### src/rtl/updown_counter_pkg.sv
// Shared definitions for the up/down counter: default widths, FSM state
// encoding and flag bit positions in the slave's control-register extension.
package updown_counter_pkg;

    localparam int WIDTH_DEF = 32;
    localparam int PRE_W_DEF = 8;

    typedef enum logic {
        STOP = 1'b0,
        RUN  = 1'b1
    } state_e;

    // Bit positions of the sticky flags as seen by the control slave.
    localparam int FLAG_OVF   = 2;
    localparam int FLAG_UNF   = 3;
    localparam int FLAG_MATCH = 4;

endpackage

### src/rtl/updown_prescaler.sv
// Prescaler for the up/down counter. Counts enabled edges and flags the
// edge on which pre_cnt has reached the reload value. pre_cnt is forced to 0
// while disabled or when cleared by a load.
module updown_prescaler #(
    parameter int PRE_W = 8
) (
    input  logic             clk,
    input  logic             rst_n,
    input  logic             en,
    input  logic             clr,
    input  logic [PRE_W-1:0] prescale,
    output logic             step_en
);

    logic [PRE_W-1:0] pre_cnt_q;
    logic [PRE_W-1:0] pre_cnt_d;

    // Reload compare uses the live prescale value, so a reduced value that is
    // already passed lets pre_cnt run on to its natural wrap before matching.
    always_comb begin
        // NOTE: every always_comb output gets a default first so no path
        // leaves it unassigned and a latch cannot be inferred.
        pre_cnt_d = pre_cnt_q;
        step_en   = 1'b0;
        if (!en || clr) begin
            pre_cnt_d = '0;
            step_en   = en && (pre_cnt_q == prescale);
        end else if (pre_cnt_q == prescale) begin
            pre_cnt_d = '0;
            step_en   = 1'b1;
        end else begin
            pre_cnt_d = pre_cnt_q + PRE_W'(1);
        end
    end

    // Prescaler state register.
    always_ff @(posedge clk or negedge rst_n) begin
        // NOTE: sequential state uses non-blocking assignments so every flop
        // samples pre-edge values regardless of block ordering.
        if (!rst_n) pre_cnt_q <= '0;
        else        pre_cnt_q <= pre_cnt_d;
    end

endmodule

### src/rtl/updown_counter.sv
// Up/down counter core behind the WISHBONE control slave: prescaled
// stepping, synchronous load, sticky ovf/unf/match flags and a registered
// interrupt. Optional compare logic is built when UPDOWN_CMP_EN is defined.
module updown_counter
    import updown_counter_pkg::*;
#(
    parameter int WIDTH = WIDTH_DEF,
    parameter int PRE_W = PRE_W_DEF
) (
    input  logic             clk,
    input  logic             rst_n,
    input  logic             en,
    input  logic             up_down,
    input  logic             load,
    input  logic [WIDTH-1:0] load_val,
    input  logic [PRE_W-1:0] prescale,
    input  logic [WIDTH-1:0] cmp_val,
    input  logic             clr_flags,
    output logic [WIDTH-1:0] count,
    output logic             tick,
    output logic             ovf,
    output logic             unf,
    output logic             match,
    output logic             irq
);

    state_e           state_q, state_d;
    logic             step_en;
    logic [WIDTH-1:0] step_cnt;
    logic [WIDTH-1:0] count_q, count_d;
    logic             tick_q, tick_d;
    logic             ovf_q, ovf_d, ovf_set;
    logic             unf_q, unf_d, unf_set;
    logic             match_q, match_d, match_set;
    logic             irq_q, irq_d;
    logic             step_ok;

    // Run/stop FSM: follows en; the edge that sees en=1 already counts.
    always_comb begin
        state_d = state_q;
        case (state_q)
            STOP:    if (en)  state_d = RUN;
            RUN:     if (!en) state_d = STOP;
            default: state_d = STOP;
        endcase
    end

    updown_prescaler #(
        .PRE_W(PRE_W)
    ) u_prescaler (
        .clk      (clk),
        .rst_n    (rst_n),
        .en       (state_d == RUN),
        .clr      (load),
        .prescale (prescale),
        .step_en  (step_en)
    );

    // A load in the same cycle swallows the step entirely.
    assign step_ok  = step_en && !load;
    assign step_cnt = up_down ? count_q + WIDTH'(1) : count_q - WIDTH'(1);

    // Count update, tick and wrap detection.
    always_comb begin
        count_d = count_q;
        tick_d  = 1'b0;
        ovf_set = 1'b0;
        unf_set = 1'b0;
        if (load) begin
            count_d = load_val;
        end else if (step_ok) begin
            count_d = step_cnt;
            tick_d  = 1'b1;
            ovf_set = up_down && (count_q == '1);
            unf_set = !up_down && (count_q == '0);
        end
    end

`ifdef UPDOWN_CMP_EN
    // Compare only against stepped values, never loaded ones.
    assign match_set = step_ok && (step_cnt == cmp_val);
`else
    logic unused_cmp;
    assign unused_cmp = ^cmp_val;
    assign match_set  = 1'b0;
`endif

    // Sticky flags: a set in the same cycle as a clear wins.
    always_comb begin
        ovf_d   = ovf_set   || (ovf_q   && !clr_flags);
        unf_d   = unf_set   || (unf_q   && !clr_flags);
        match_d = match_set || (match_q && !clr_flags);
        irq_d   = ovf_q || unf_q || match_q;
    end

    // Output and state registers.
    always_ff @(posedge clk or negedge rst_n) begin
        if (!rst_n) begin
            state_q <= STOP;
            count_q <= '0;
            tick_q  <= 1'b0;
            ovf_q   <= 1'b0;
            unf_q   <= 1'b0;
            match_q <= 1'b0;
            irq_q   <= 1'b0;
        end else begin
            state_q <= state_d;
            count_q <= count_d;
            tick_q  <= tick_d;
            ovf_q   <= ovf_d;
            unf_q   <= unf_d;
            match_q <= match_d;
            irq_q   <= irq_d;
        end
    end

    assign count = count_q;
    assign tick  = tick_q;
    assign ovf   = ovf_q;
    assign unf   = unf_q;
    assign match = match_q;
    assign irq   = irq_q;

endmodule

### config.mk
export PLATFORM = sky130hd
export DESIGN_NAME = updown_counter
export DESIGN_NICKNAME = d
export VERILOG_FILES = /design/src/rtl/updown_counter_pkg.sv /design/src/rtl/updown_prescaler.sv /design/src/rtl/updown_counter.sv
export SDC_FILE = /design/constraint.sdc
export NUM_CORES = 1
export LEC_CHECK = 0
export ABC_AREA = 1
export BUFFER_PORTS_ARGS = -buffer_cell sky130_fd_sc_hd__buf_2
export CAP_MARGIN = 15
export CORE_MARGIN = 3
export CORE_UTILIZATION = 40
export CTS_CLUSTER_DIAMETER = 30
export DETAILED_ROUTE_END_ITERATION = 10
export GPL_ROUTABILITY_DRIVEN = 1
export SLEW_MARGIN = 30
export SYNTH_ARGS = -nofsm -noshare
export SYNTH_HDL_FRONTEND = slang
export SYNTH_HIERARCHICAL = 1
export SYNTH_SLANG_ARGS = --single-unit
### constraint.sdc
create_clock -name clk -period 2 [get_ports clk]
set_input_delay 0.2 -clock clk [delete_from_list [all_inputs] [get_ports clk]]
set_output_delay 0.2 -clock clk [all_outputs]
set_load 0.05 [all_outputs]
==> reports/metrics.csv, run 1 <==
metric;value;unit
Final Power;3.76;mW
GRT Overall Usage;23.6;%
DRC;0;
clock network power share;26.5;%
Die H;113;um
post-synth top area share;24.8;%
DR WL/cell;14.3;um
Final Slew Violations;0;
Final ANT Viol Nets;0;
Die W;113;um
max frequency;538;MHz
Least-Margin Pin Slew;718;ps
Pwr Density;628;mW/mm2
first-pass GRT wire length;24200;um
sequential power share;27.3;%
# rows;38;
core area;0.0110;mm2
most common cell in the synthesized netlist;nand2_1;
worst-path maximum fanout;5;
CP Class;flip-flop to flip-flop;
setup ws final;141;ps
Starting Density;41.4;%
Pleak;3.40;nW
crit path time final;1860;ps
initial DRC count;327;
Synthesized Nets;847;
Worst Hold Class;input port to flip-flop;
R2R Setup Slk;140;ps
Vias;5167;
layout cell share with drive strength beyond 1;24.7;%
most frequent CP cell;nand2_2;
WP buf/inv;1;
CP max stage cell;dfrtp_1;
VDD IR-drop max;317;uV
Pre-Repair DR Iteration Count;5;
H-tree Lvls;2;
Fillers;1079;
Net Switching;1.53;mW
vias in the first global route;4927;
fin nets;1005;
total global routing overflow;0;
Final Skew;12.0;ps
Worst Setup End Kind;flip-flop;
asr flop ratio synth;100;%
largest net degree at the start of global routing;29;
TritonCTS clock tree;built;
CTS Buffer Depth;2;
TritonCTS Buffers;5;
internal power;2.23;mW
EDFF count, synth;0;
sink count of the clock tree;45;
flops & latches, synth;45;
root cell of the clock tree;clkbuf_16;
area leader, netlist;dfrtp_1;
Synth top cells by count;nand2_1 (264), inv_1 (133), nor2_1 (52), nand3_1 (46), dfrtp_1 (45);
Synth area leaders;dfrtp_1 (25%), nand2_1 (22%), inv_1 (11%), ha_1 (8.5%), nand3_1 (5.1%);
crit-path cells;ha_1, nand2_2, inv_1, a21oi_1, nand2_2, nand2_2, nand2_2, nand2_1, nand3_1, nand3_1, nand2_1;
post-route core utilization;54.5;%
initial antenna violation count;0;
Max-Cap Viols;0;
Ys Warns;6;
Place WS;-142;ps
Routed WL;14800;um
library cells used by synthesis;33;
family with the most delay on the worst path;simple AND/OR/NAND/NOR gates;
Rel. slew slack;52.1;%
Skew-Pair Late Insertion Delay;300;ps
crit start category;flip-flop;
CP max stage delay;430;ps
Final Hold Fails;0;
Synth Cell Area;0.00455;mm2
sw frac;40.8;%
Via density;4.99;
Comb pwr share;46.2;%
ys flop type;dfrtp_1;
outcome;completed;
synthesized area per cell;6.17;um2
period utilization;93.0;%
post-synthesis cell count;737;
Setup TNS Final;0;ps
WP data required;2180;ps
P&R area growth vs syn;31.7;%
die area;0.0127;mm2
Ant. Diodes;0;
# setup viols final;0;
Placer Congestion;0.978;
Worst-path clk slew;70;ps
port bufs;82;
Arr. time, crit path;2040;ps
Detailed Place HPWL;11900;um
register area share after synthesis;24.8;%
io pins;115;
[sequential cells by signal, summed over array words and instances (netlist names)]
| register | count |
|---|---|
| count | 32 |
| u_prescaler/pre_cnt_q | 8 |
| irq | 1 |
| match | 1 |
| ovf | 1 |
| tick | 1 |
| unf | 1 |
[cells by family after synthesis]
group,Yosys count,share of synthesized area [%]
AO/OA/AOI/OAI,74,10.1
XOR/XNOR,19,3.66
flip-flops,45,24.8
adder cells (fa/ha/maj),32,8.97
AND/OR/NAND/NOR,422,40.4
buffers and inverters,145,12.1
[worst paths after layout]
kind / cells after the start / from / end
setup / recovery: 11 / count[5] / count[31]
min in group asynchronous: 2 / rst_n / count[26]
max in group asynchronous: 3 / rst_n / count[6]
hold reg to reg: 2 / ovf / irq
hold / removal: 2 / clr_flags / match
setup reg to reg: 11 / count[5] / count[31]
[metal layers]
metal	GRT usage (%)	part of all wire, %
met5	0	0
met4	4.81	1.1
met3	2.70	4.7
met2	38.5	46
met1	33.7	48
[area by class of cell]
| cell class | count | area [um2] | share of cell area, % |
|---|---|---|---|
| Multi-Input combinational cell | 547 | 2980 | 49.7 |
| Sequential cell | 45 | 1130 | 18.8 |
| Timing Repair Buffer | 160 | 1020 | 17.1 |
| Inverter | 136 | 514 | 8.59 |
| Tap cell | 140 | 175 | 2.92 |
| Clock buffer | 5 | 125 | 2.09 |
| Clock inverter | 3 | 46.3 | 0.773 |
[what timing repair did]
| item | CTS | global route |
|---|---|---|
| gates resized for setup | 0 | 20 |
| endpoints found under the hold margin | 27 | 0 |
| endpoints found under the setup margin | 0 | 16 |
| hold buffers | 1 | 0 |
| setup buffers | 0 | 0 |
[stage by stage]
stage | hold WS [ps] | instance area (um2) | std cells
after floorplan | -95.6 | 4550 | 737
after global placement | 286 | 5700 | 1027
after detailed placement | 305 | 5700 | 1027
after CTS | 97.0 | 5890 | 1036
after global routing | 95.5 | 5990 | 1036
final | 112 | 5990 | 1036
[placed cells by master (no fill, tap or decap), types with 2 or more instances in the layout]
cell type and count:
o221ai_1 3, a21oi_2 3, nor2_1 44, or2_2 2, nand2_2 9, nor4_1 8, dfrtp_1 43, clkbuf_16 5
inv_1 132, nor2_4 2, nand2_4 2, o21ai_1 6, buf_12 2, dfrtp_2 2, nor3_2 3, a22oi_1 25
nand3_1 44, nand3b_1 3, buf_4 75, o21bai_1 3, nor3_1 2, ha_1 27, o21ai_0 10, buf_2 82
nand3_2 9, xnor2_1 15, nand4_1 15, nand2_1 264, nor2_2 13, clkinvlp_4 2, xor2_1 4, ha_4 4
a21oi_1 21, inv_2 3
[power by group through the flow]
stage / combinational (mW) / sequential [mW] / clock, mW
3_5_place_dp: 1.68 / 1.04 / 0
4_1_cts: 1.69 / 1.02 / 1.02
3_3_place_gp: 1.66 / 1.04 / 0
2_1_floorplan: 0.839 / 1.26 / 0
6_report: 1.74 / 1.03 / 0.997
5_1_grt: 1.93 / 1.04 / 1.05
Power figures use the tool's default switching activity.
==> run 2, diff against run 1 <==
- CORE_MARGIN: 3 -> unset
- CTS_BUF_LIST: unset -> sky130_fd_sc_hd__clkbuf_4
==> reports/metrics.csv, run 2 (synthesis results as in run 1) <==
metric;value;unit;change
# setup viols final;0;;unchanged
Skew-Pair Late Insertion Delay;410;ps;+110 ps
Worst-path clk slew;180;ps;+110 ps
DR WL/cell;13.7;um;-3.8%
sink count of the clock tree;45;;unchanged
Worst Setup End Kind;flip-flop;;
commonest cells after routing, fill and taps aside;nand2_1 (260), inv_1 (132), buf_2 (82), buf_4 (66), nand3_1 (45);;
Final Slew Violations;0;;unchanged
first-pass GRT wire length;23100;um;-4.8%
crit start category;flip-flop;;
root cell of the clock tree;clkbuf_4;;
Starting Density;41.6;%;+0.18 points
io pins;115;;unchanged
TritonCTS Buffers;5;;unchanged
CP Class;flip-flop to flip-flop;;
crit path time final;1870;ps;+8.23 ps
Final Cell Area;0.00581;mm2;-3.0%
Final Skew;27.7;ps;+15.7 ps
GRT Overall Usage;25.5;%;+2.0 points
Die H;109;um;-3.6%
area post-placement;0.00561;mm2;-1.7%
worst-path maximum fanout;5;;unchanged
Final Hold Fails;0;;unchanged
Routed WL;14100;um;-4.6%
RSZ-0062 raised after global routing;yes;;
Placer Congestion;0.936;;-4.3%
M1 WL;6790;um;-4.8%
vias in the first global route;4845;;-1.7%
Largest register FFs;32;;unchanged
P&R area growth vs syn;27.8;%;
Rel. slew slack;51.9;%;-0.24 points
Final ANT Viol Nets;0;;unchanged
commonest non-fill, non-tap cell in the layout;nand2_1;;
Top Layer Used;met4;;
total global routing overflow;0;;unchanged
Pre-Repair DR Iteration Count;5;;unchanged
WP data required;2330;ps;+150 ps
initial DRC count;314;;-4.0%
met2 wire len;6440;um;-5.3%
Worst Hold Class;input port to flip-flop;;
Ant. Diodes;0;;unchanged
H-tree Lvls;2;;unchanged
port bufs;82;;unchanged
die area;0.0118;mm2;-7.0%
fin nets;996;;-0.90%
core area;0.0109;mm2;-0.43%
Least-Margin Pin Slew;722;ps;+3.56 ps
# rows;38;;unchanged
max frequency;535;MHz;-0.44%
Arr. time, crit path;2190;ps;+150 ps
layout cell share with drive strength beyond 1;24.1;%;-0.54 points
Pleak;3.30;nW;-3.1%
DRC;0;;unchanged
TritonCTS clock tree;built;;
outcome;completed;;
Via density;4.96;;-0.47%
largest net degree at the start of global routing;30;;+3.4%
Vias;5098;;-1.3%
DR WL met3;694;um;unchanged
Pwr Density;559;mW/mm2;-11%
Detailed Place HPWL;11500;um;-3.5%
CTS Buffer Depth;2;;unchanged
Die W;109;um;-3.6%
VDD IR-drop max;244;uV;-23%
Max-Cap Viols;0;;unchanged
period utilization;93.4;%;+0.41 points
Final Power;3.25;mW;-14%
initial antenna violation count;0;;unchanged
## run 2: path summary, 6_finish.rpt
kind	depth (start not counted)	startpoint	slack, ps	end
hold / removal	3	load_val[20]	6	count[20]
min in group asynchronous	2	rst_n	360	unf
hold reg to reg	2	ovf	520	irq
max in group asynchronous	3	rst_n	1010	count[17]
setup reg to reg	10	count[14]	130	count[16]
setup / recovery	10	count[14]	130	count[16]
## run 2: metal layers
layer,vias to the layer above,GRT usage (%)
met4,0,5.50
met3,15,2.57
met2,126,43.2
li1,2637,-
met5,-,0
met1,2320,35.1
## run 2: per-stage QoR
step	worst slack (ps)	utilization (%)	hold WS [ps]	setup TNS, ps	instances
finish	132	53.1	6.12	0	1027
global route	-17.5	53.1	4.48	-26.9	1027
CTS	85.5	52.0	0.735	0	1026
detailed placement	-95.3	51.3	298	-510	1016
global placement	-69.0	51.3	289	-342	1016
floorplan	27.3	-	-95.6	0	737
## run 2: critical path: stages (launching register included)
cell and delay [ps]:
dfrtp_1 450, ha_1 360, nand2_2 150, inv_1 60
nand2_1 60, nand2_1 60, o21bai_1 190, buf_4 150
o21ai_0 140, nand2_1 70, o21ai_1 110
## run 2: cell type report
type                            instances  area, um2
Fill cell                            1157       5120
Inverter                              136        514
Clock buffer                            5       37.5
Multi-Input combinational cell        547       2980
Sequential cell                        45       1130
Clock inverter                          3       25.0
Timing Repair Buffer                  151        946
Tap cell                              140        175
## run 2: power by group
group	switching, mW	internal, mW	leakage, nW
clock	0.376	0.144	0.0318
sequential	0.0713	0.971	0.567
combinational	1.04	0.644	2.70
total	1.49	1.76	3.30
## run 2: timing repair
| action | 4_1_cts | 5_1_grt |
|---|---|---|
| setup buffers | 0 | 1 |
| hold buffers | 2 | 0 |
| endpoints found under the hold margin | 30 | 0 |
| setup endpoints to repair | 0 | 24 |
| gates resized for setup | 0 | 22 |
